### src/rtl/l1_mau_arb.sv
// rtl/l1_mau_arb.sv - round-robin arbiter sharing one MAU port between L1I (port 0) and L1D (port 1)
module l1_mau_arb #(
    parameter int ADDR_W    = 32,
    parameter int DATA_W    = 32,
    parameter int BE_W      = 4,
    parameter int LINE_W    = 256,
    parameter int TO_CYCLES = 1024
) (
    input  logic              clk,
    input  logic              rst,

    // port 0: L1I
    input  logic              p0_req_val,
    input  logic              p0_req_nc,
    input  logic              p0_req_we,
    input  logic [ADDR_W-1:0] p0_req_addr,
    input  logic [DATA_W-1:0] p0_req_wdata,
    input  logic [BE_W-1:0]   p0_req_be,
    output logic              p0_req_ack,
    output logic              p0_ack_nc,
    output logic [LINE_W-1:0] p0_ack_data,

    // port 1: L1D
    input  logic              p1_req_val,
    input  logic              p1_req_nc,
    input  logic              p1_req_we,
    input  logic [ADDR_W-1:0] p1_req_addr,
    input  logic [DATA_W-1:0] p1_req_wdata,
    input  logic [BE_W-1:0]   p1_req_be,
    output logic              p1_req_ack,
    output logic              p1_ack_nc,
    output logic [LINE_W-1:0] p1_ack_data,

    // shared MAU interface
    output logic              mau_req_val,
    output logic              mau_req_nc,
    output logic              mau_req_we,
    output logic [ADDR_W-1:0] mau_req_addr,
    output logic [DATA_W-1:0] mau_req_wdata,
    output logic [BE_W-1:0]   mau_req_be,
    input  logic              mau_req_ack,
    input  logic              mau_ack_nc,
    input  logic [LINE_W-1:0] mau_ack_data,

    output logic              grant_o,
    output logic              err_timeout
);

    typedef enum logic {
        ST_IDLE = 1'b0,
        ST_BUSY = 1'b1
    } state_t;

    // Timer wide enough to hold TO_CYCLES itself; a disabled watchdog keeps a 1-bit stub.
    localparam int                TMR_W  = (TO_CYCLES < 1) ? 1 : $clog2(TO_CYCLES + 1);
    localparam logic [TMR_W-1:0]  TO_VAL = TMR_W'(TO_CYCLES);
    localparam bit                WD_EN  = (TO_CYCLES != 0);

    state_t             state_q, state_d;
    logic               grant_q, grant_d;
    logic               rr_ptr_q, rr_ptr_d;
    logic [TMR_W-1:0]   timer_q, timer_d;
    logic               err_q, err_d;

    logic               busy;
    logic [TMR_W-1:0]   timer_inc;
    logic               ack_ok;

    assign busy = (state_q == ST_BUSY);

    // Next-state: pick a winner in IDLE, hold the grant in BUSY until the MAU acks, run the watchdog.
    always_comb begin
        state_d   = state_q;
        grant_d   = grant_q;
        rr_ptr_d  = rr_ptr_q;
        timer_d   = '0;
        err_d     = err_q;
        timer_inc = (timer_q == TO_VAL) ? timer_q : timer_q + 1'b1;

        case (state_q)
            ST_IDLE: begin
                // a stray MAU ack here is simply not looked at
                if (p0_req_val && p1_req_val) begin
                    grant_d = rr_ptr_q;
                    state_d = ST_BUSY;
                end else if (p0_req_val) begin
                    grant_d = 1'b0;
                    state_d = ST_BUSY;
                end else if (p1_req_val) begin
                    grant_d = 1'b1;
                    state_d = ST_BUSY;
                end
            end
            ST_BUSY: begin
                if (mau_req_ack) begin
                    // loser of this round gets priority next time
                    rr_ptr_d = ~grant_q;
                    state_d  = ST_IDLE;
                end else begin
                    timer_d = timer_inc;
                    if (WD_EN && (timer_inc == TO_VAL)) begin
                        err_d = 1'b1;
                    end
                end
            end
            default: begin
                state_d = ST_IDLE;
            end
        endcase
    end

    // FSM and watchdog registers; reset drops any in-flight transaction.
    always_ff @(posedge clk) begin
        if (rst) begin
            state_q  <= ST_IDLE;
            grant_q  <= 1'b0;
            rr_ptr_q <= 1'b0;
            timer_q  <= '0;
            err_q    <= 1'b0;
        end else begin
            state_q  <= state_d;
            grant_q  <= grant_d;
            rr_ptr_q <= rr_ptr_d;
            timer_q  <= timer_d;
            err_q    <= err_d;
        end
    end

    // An ack counts only while BUSY and outside reset; it is steered to the granted port only.
    assign ack_ok = busy && mau_req_ack && !rst;

    // Ack return path: pass-through to the winner, zeros to the other port.
    always_comb begin
        p0_req_ack  = ack_ok && !grant_q;
        p1_req_ack  = ack_ok &&  grant_q;
        p0_ack_nc   = 1'b0;
        p1_ack_nc   = 1'b0;
        p0_ack_data = '0;
        p1_ack_data = '0;
        if (p0_req_ack) begin
            p0_ack_nc   = mau_ack_nc;
            p0_ack_data = mau_ack_data;
        end
        if (p1_req_ack) begin
            p1_ack_nc   = mau_ack_nc;
            p1_ack_data = mau_ack_data;
        end
    end

    // Request path: live mux from the granted port while BUSY, all zero otherwise.
    always_comb begin
        mau_req_val   = busy;
        mau_req_nc    = 1'b0;
        mau_req_we    = 1'b0;
        mau_req_addr  = '0;
        mau_req_wdata = '0;
        mau_req_be    = '0;
        if (busy) begin
            if (grant_q) begin
                mau_req_nc    = p1_req_nc;
                mau_req_we    = p1_req_we;
                mau_req_addr  = p1_req_addr;
                mau_req_wdata = p1_req_wdata;
                mau_req_be    = p1_req_be;
            end else begin
                mau_req_nc    = p0_req_nc;
                mau_req_we    = p0_req_we;
                mau_req_addr  = p0_req_addr;
                mau_req_wdata = p0_req_wdata;
                mau_req_be    = p0_req_be;
            end
        end
    end

    assign grant_o     = grant_q;
    assign err_timeout = err_q;

endmodule

### config.mk
export PLATFORM = sky130hd
export DESIGN_NAME = l1_mau_arb
export DESIGN_NICKNAME = d
export VERILOG_FILES = /design/src/rtl/l1_mau_arb.sv
export SDC_FILE = /design/constraint.sdc
export NUM_CORES = 1
export LEC_CHECK = 0
export CAP_MARGIN = 30
export CORE_AREA = 3 3 385 387
export CTS_CLUSTER_DIAMETER = 100
export CTS_CLUSTER_SIZE = 24
export DETAILED_ROUTE_END_ITERATION = 8
export DIE_AREA = 0 0 388 390
export DONT_BUFFER_PORTS = 1
export REMOVE_ABC_BUFFERS = 1
export SLEW_MARGIN = 0
export SYNTH_ARGS = -nofsm -noshare
export SYNTH_HDL_FRONTEND = slang
export SYNTH_SLANG_ARGS = --single-unit
### constraint.sdc
create_clock -name clk -period 4.8 [get_ports clk]
set_input_delay 1.2 -clock clk [delete_from_list [all_inputs] [get_ports clk]]
set_output_delay 1.2 -clock clk [all_outputs]
set_load 0.02 [all_outputs]
==> flow_summary.json, run 1 <==
{
  "vias": 7911,
  "clk_pin_slew_ps": 60,
  "worst_pin_slew_ps": 1035,
  "fin_hold_ws_ps": 524.1,
  "finalSetupTns_ps": 0,
  "hold_viol_final": 0,
  "end_kind": "output pin",
  "ys_seq_area_share_pct": 5.713,
  "grt_use_total_pct": 14.42,
  "cp.arrival_ps": 2800,
  "rsz0062_at_grt": "false",
  "fp-row-count": 140,
  "place_area_um2": 8063,
  "fin_nets": 1231,
  "power_density_nw_per_um2": 93.61,
  "drv_cap": 0,
  "dp_cells": 2738,
  "syn_avg_cell_area_um2": 6.426,
  "grt_pass1_vias": 5752,
  "required_ps": 3600,
  "initial_core_util_pct": 3.620,
  "leakage_nw": 2.606,
  "route.detailed.drc": 0,
  "postCtsSetupBuffers": 0,
  "drive_gt1_share_pct": 11.38,
  "final_area_um2": 8655,
  "cts_made_buffers": 3,
  "postCtsResizedCells": 0,
  "switching_share_pct": 56.71,
  "ys.flop_type": "dfxtp_1",
  "p_clk_share_pct": 21.8,
  "clockRootBuffer": "clkbuf_16",
  "period_minus_slack_ps": 3996,
  "viasPerCell": 2.689,
  "netlist_instances": 818,
  "finalNonFillerCells": 2942,
  "clkLatencyLatePin_ps": 260,
  "cts_max_path_buffers": 2,
  "dr.pass1.iters": 5,
  "synthDistinctLibCells": 37,
  "failed_checks": "antenna rules",
  "ys_seq_elements": 15,
  "final_common_cell": "and2_1",
  "pwr-share-comb_pct": 60.6,
  "async_reset_ff_share_pct": 0,
  "place.gp.congestion": 0.9834,
  "core_um2": 145200,
  "netlist_area_um2": 5256,
  "hp-class": "reg -> reg",
  "drt_iter0_drc": 884,
  "grt_max_degree": 104,
  "setup_violations": 0,
  "worstSetupPathType": "in -> out",
  "cts_tree": "yes",
  "dieHeight_um": 390,
  "routedWlPerCell_um": 39.94,
  "ios": 991,
  "die_x_um": 388,
  "antenna_found_initial": 170,
  "synth_enable_flop_cells": 0,
  "io_buffer_count": 0,
  "postCtsHoldBufs": 0,
  "ir_drop_mv": 0.09506,
  "nFillCells": 17158,
  "period_share_pct": 83.25,
  "netSwitchingPower_uw": 459.5,
  "yosysWarnings": 0,
  "grt_pass1_wl_um": 128000,
  "dieArea_um2": 151300,
  "seqCellArea_um2": 304.0,
  "pwr-share-seq_pct": 17.6,
  "postRouteAntennaNets": 1,
  "cts_sinks": 15,
  "total_power_uw": 810.2,
  "worstPathMaxFanout": 81,
  "multiInputGateArea_um2": 4667,
  "status": "complete, but fails checks",
  "mostFrequentLayoutCells": "and2_1, nor2_1, mux2i_1",
  "critPathLaunchType": "primary input",
  "htreeDepth": 1,
  "grt_remaining_overflow": 0,
  "wirelength_um": 117500,
  "dp_hpwl_um": 110600,
  "slew_violations": 0,
  "syn_to_final_growth_pct": 64.65,
  "power.internal_uw": 350.7,
  "skew_ps": 5.853,
  "timing.fmax_ghz": 0.2502,
  "slew_headroom_pct": 30.72
}
flip-flops by register name, indices dropped and copies added (netlist names):
signal	count
timer_q	11
err_timeout	1
grant_o	1
mau_req_val	1
rr_ptr_q	1
worst paths after layout:
check             depth (start not counted)  slack [ps]               to         from
setup / recovery                          5         800  p1_ack_data[16]  mau_req_ack
hold / removal                            2         520         rr_ptr_q     rr_ptr_q
setup reg to reg                          5        2220      err_timeout  mau_req_val
hold reg to reg                           2         520         rr_ptr_q     rr_ptr_q
power by group through the flow:
| stage | combinational [mW] | sequential, mW | clock, mW |
|---|---|---|---|
| after floorplan | 0.291 | 0.148 | 0 |
| after global placement | 0.500 | 0.145 | 0 |
| after detailed placement | 0.501 | 0.145 | 0 |
| after CTS | 0.502 | 0.143 | 0.183 |
| after global routing | 0.523 | 0.144 | 0.188 |
| final | 0.491 | 0.143 | 0.176 |
critical path, cell delays in order:
cell	delay, ps
nand2_1	150
nor3b_4	360
buf_12	240
buf_12	290
and2_1	470
final cells by class:
cell class | count | area share (%)
multi-input combinational | 725 | 53.93
sequential | 15 | 3.513
clock buffer | 3 | 0.8674
timing repair buffer | 78 | 7.966
inverter | 4 | 0.1735
tap | 1917 | 27.71
antenna | 199 | 5.754
clock inverter | 1 | 0.08674
cells by family (layout without fill, tap and decap cells):
family | Yosys count | count (layout) | synth area share [%]
flip-flops | 15 | 15 | 5.713
multiplexers | 70 | 70 | 13.33
buffers and inverters | 78 | 86 | 5.737
other | 0 | 199 | 0
XOR/XNOR | 9 | 9 | 1.500
adder cells (fa/ha/maj) | 2 | 2 | 0.4760
AND/OR/NAND/NOR | 630 | 630 | 71.44
AO/OA/AOI/OAI | 14 | 14 | 1.809
stage by stage:
stage / util, % / worst slack, ps
after floorplan: - / -4702
after global placement: 5.552 / 789.0
after detailed placement: 5.552 / 754.5
after CTS: 5.609 / 746.9
after global routing: 5.727 / 722.5
final: 5.960 / 803.8
metal layers:
| layer | part of all wire (%) | up-vias | routed length, um | track usage (%) |
|---|---|---|---|---|
| met4 | 2.0 | 72 | 2341 | 0.4938 |
| met2 | 43 | 1056 | 49960 | 22.30 |
| met1 | 29 | 3737 | 34240 | 12.04 |
| met5 | 0.84 | - | 992 | 3.604 |
| met3 | 25 | 252 | 29950 | 17.99 |
| li1 | - | 2794 | - | - |
Yosys cell counts (3+ instances only):
library cell  number  share of area, %
nor3_1             5              0.48
dfxtp_1           15               5.7
nand3_1            6              0.57
inv_1              3              0.21
nand2_1            4              0.29
a21oi_1            5              0.48
xor2_1             5              0.83
clkbuf_1          65               4.6
buf_2              7              0.67
nor2_1            84               6.0
mux2i_1           70                13
xnor2_1            4              0.67
and2_1           514                61
Power figures use the tool's default switching activity.
==> inputs of run 2 (changes only) <==
==> constraint.sdc (replaced) <==
create_clock -name clk -period 3.25 [get_ports clk]
set_input_delay 0.8125 -clock clk [delete_from_list [all_inputs] [get_ports clk]]
set_output_delay 0.8125 -clock clk [all_outputs]
set_load 0.02 [all_outputs]
==> flow_summary.json, run 2 (synthesis results as in run 1) <==
{
  "cp.arrival_ps": 2340,
  "fin_hold_ws_ps": 520.9,
  "grt_use_total_pct": 14.56,
  "vias": 8559,
  "critPathLaunchType": "primary input",
  "initial_core_util_pct": 3.620,
  "fin_nets": 1433,
  "leakage_nw": 4.203,
  "grt_remaining_overflow": 0,
  "required_ps": 2440,
  "routedWlPerCell_um": 37.51,
  "io_buffer_count": 0,
  "pwr-share-comb_pct": 67.1,
  "drt_iter0_drc": 926,
  "hp-class": "reg -> reg",
  "drv_cap": 0,
  "place_area_um2": 11890,
  "skew_ps": 5.681,
  "regMostFlops": "timer_q",
  "holdPathStages": 2,
  "worst_pin_slew_ps": 608.9,
  "status": "finished clean",
  "cts_tree": "yes",
  "clk_pin_slew_ps": 60,
  "postCtsHoldBufs": 0,
  "cts_max_path_buffers": 2,
  "critical_path.slowest_cell": "and2_1",
  "pwr-share-seq_pct": 14.3,
  "syn_to_final_growth_pct": 137.1,
  "cp_common_cell": "buf_12",
  "crit_chain": "nand2_1, nor3_4, buf_12, buf_12, and2_1",
  "switching_share_pct": 51.58,
  "p_clk_share_pct": 18.6,
  "grt_pass1_vias": 6569,
  "min_from": "rr_ptr_q",
  "worstPathMaxFanout": 64,
  "finalNonFillerCells": 3143,
  "rsz0062_at_grt": "false",
  "grt_max_degree": 104,
  "largest_register_ffs": 11,
  "end_kind": "output pin",
  "viasPerCell": 2.723,
  "clockRootBuffer": "clkbuf_16",
  "dieArea_um2": 151300,
  "netSwitchingPower_uw": 693.7,
  "mostFrequentLayoutCells": "and2_1, buf_12, buf_4",
  "setup_violations": 0,
  "power_density_nw_per_um2": 107.9,
  "total_power_mw": 1.345,
  "die_x_um": 388,
  "slew_headroom_pct": 59.69,
  "cp_num_buf_inv": 2,
  "final_area_um2": 12460,
  "fp-row-count": 140,
  "postCtsResizedCells": 0,
  "power.internal_uw": 651.0,
  "period_minus_slack_ps": 3156,
  "worstSetupPathType": "in -> out",
  "postRouteAntennaNets": 0,
  "route.detailed.drc": 0,
  "period_share_pct": 97.12,
  "final_common_cell": "and2_1",
  "rr_worst_depth": 6,
  "slew_violations": 0,
  "r2r-start": "timer_q[0]",
  "cts_sinks": 15,
  "htreeDepth": 1,
  "hold_viol_final": 0,
  "rrSetupSlack_ps": 1210,
  "wirelength_um": 117900,
  "core_um2": 145200,
  "grt_pass1_wl_um": 131500,
  "dp_hpwl_um": 111100,
  "nFillCells": 16857,
  "dr.pass1.iters": 7,
  "hold_path_end": "rr_ptr_q",
  "place.gp.congestion": 0.9230,
  "crit_family": "simple AND/OR/NAND/NOR gates",
  "ios": 991,
  "cts_made_buffers": 3,
  "worst_path_largest_cell_delay_ps": 440,
  "drive_gt1_share_pct": 28.79,
  "ir_drop_mv": 0.1385,
  "antenna_found_initial": 176,
  "postCtsSetupBuffers": 0,
  "clkLatencyLatePin_ps": 250,
  "finalSetupTns_ps": 0,
  "dieHeight_um": 390,
  "dp_cells": 2941,
  "reg2reg_to": "err_timeout",
  "timing.fmax_ghz": 0.3168
}
==> run 2: worst max-delay path by stage <==
stage / start / endpoint / depth (start not counted)
after CTS: mau_req_ack / p0_ack_data[215] / 5
final: mau_req_ack / p0_ack_data[215] / 5
after global placement: mau_req_ack / p0_ack_data[215] / 5
after floorplan: grant_o / p1_ack_data[0] / 2
after detailed placement: mau_req_ack / p0_ack_data[215] / 5
after global routing: mau_req_ack / p0_ack_data[215] / 5
==> run 2: layout make-up <==
type	instances	area, um2	share of cell area [%]
clock buffer	3	75.07	0.6023
sequential	15	304.0	2.439
inverter	4	15.01	0.1205
clock inverter	1	5.005	0.04015
tap	1917	2399	19.24
antenna	198	495.5	3.975
timing repair buffer	280	4504	36.14
multi-input combinational	725	4667	37.44
==> run 2: metrics by stage <==
step | setup slack [ps] | utilization (%)
after global routing | 59.00 | 8.337
after CTS | 152.3 | 8.242
after detailed placement | 154.5 | 8.187
after global placement | 171.9 | 8.187
after floorplan | -5864 | -
final | 93.60 | 8.583
==> run 2: metal layers <==
layer  GRT usage, %  part of all wire [%]  vias to the layer above
met5         0.8293                  0.88                        -
met4         0.3686                   1.1                       84
met3          16.82                    25                      209
met2          22.51                    43                     1024
met1          13.24                    30                     4037
li1               -                     -                     3205
==> run 2: tightest hold or removal path, delay by kind of cell (launching register included) <==
kind / cells / cell delay (ps)
AOI/OAI and AO/OA: 1 / 70
DFF: 1 / 340
and+or+nand+nor: 1 / 70
==> run 2: power groups by stage <==
stage                     registers [mW]  clock network (mW)  logic [mW]
after floorplan                    0.218                   0       0.430
after global placement             0.197                   0       0.922
after detailed placement           0.197                   0       0.924
after CTS                          0.193               0.258       0.926
after global routing               0.193               0.269       0.961
final                              0.193               0.250       0.902
==> inputs of run 3 (changes only) <==
--- a/config.mk
+++ b/config.mk
@@ -13,7 +13,7 @@
 export DIE_AREA = 0 0 388 390
 export DONT_BUFFER_PORTS = 1
 export REMOVE_ABC_BUFFERS = 1
-export SLEW_MARGIN = 0
+export SLEW_MARGIN = 15
 export SYNTH_ARGS = -nofsm -noshare
 export SYNTH_HDL_FRONTEND = slang
 export SYNTH_SLANG_ARGS = --single-unit
==> results of run 3 <==
No change in the layout: final DEF, timing and power equal those of run 2.
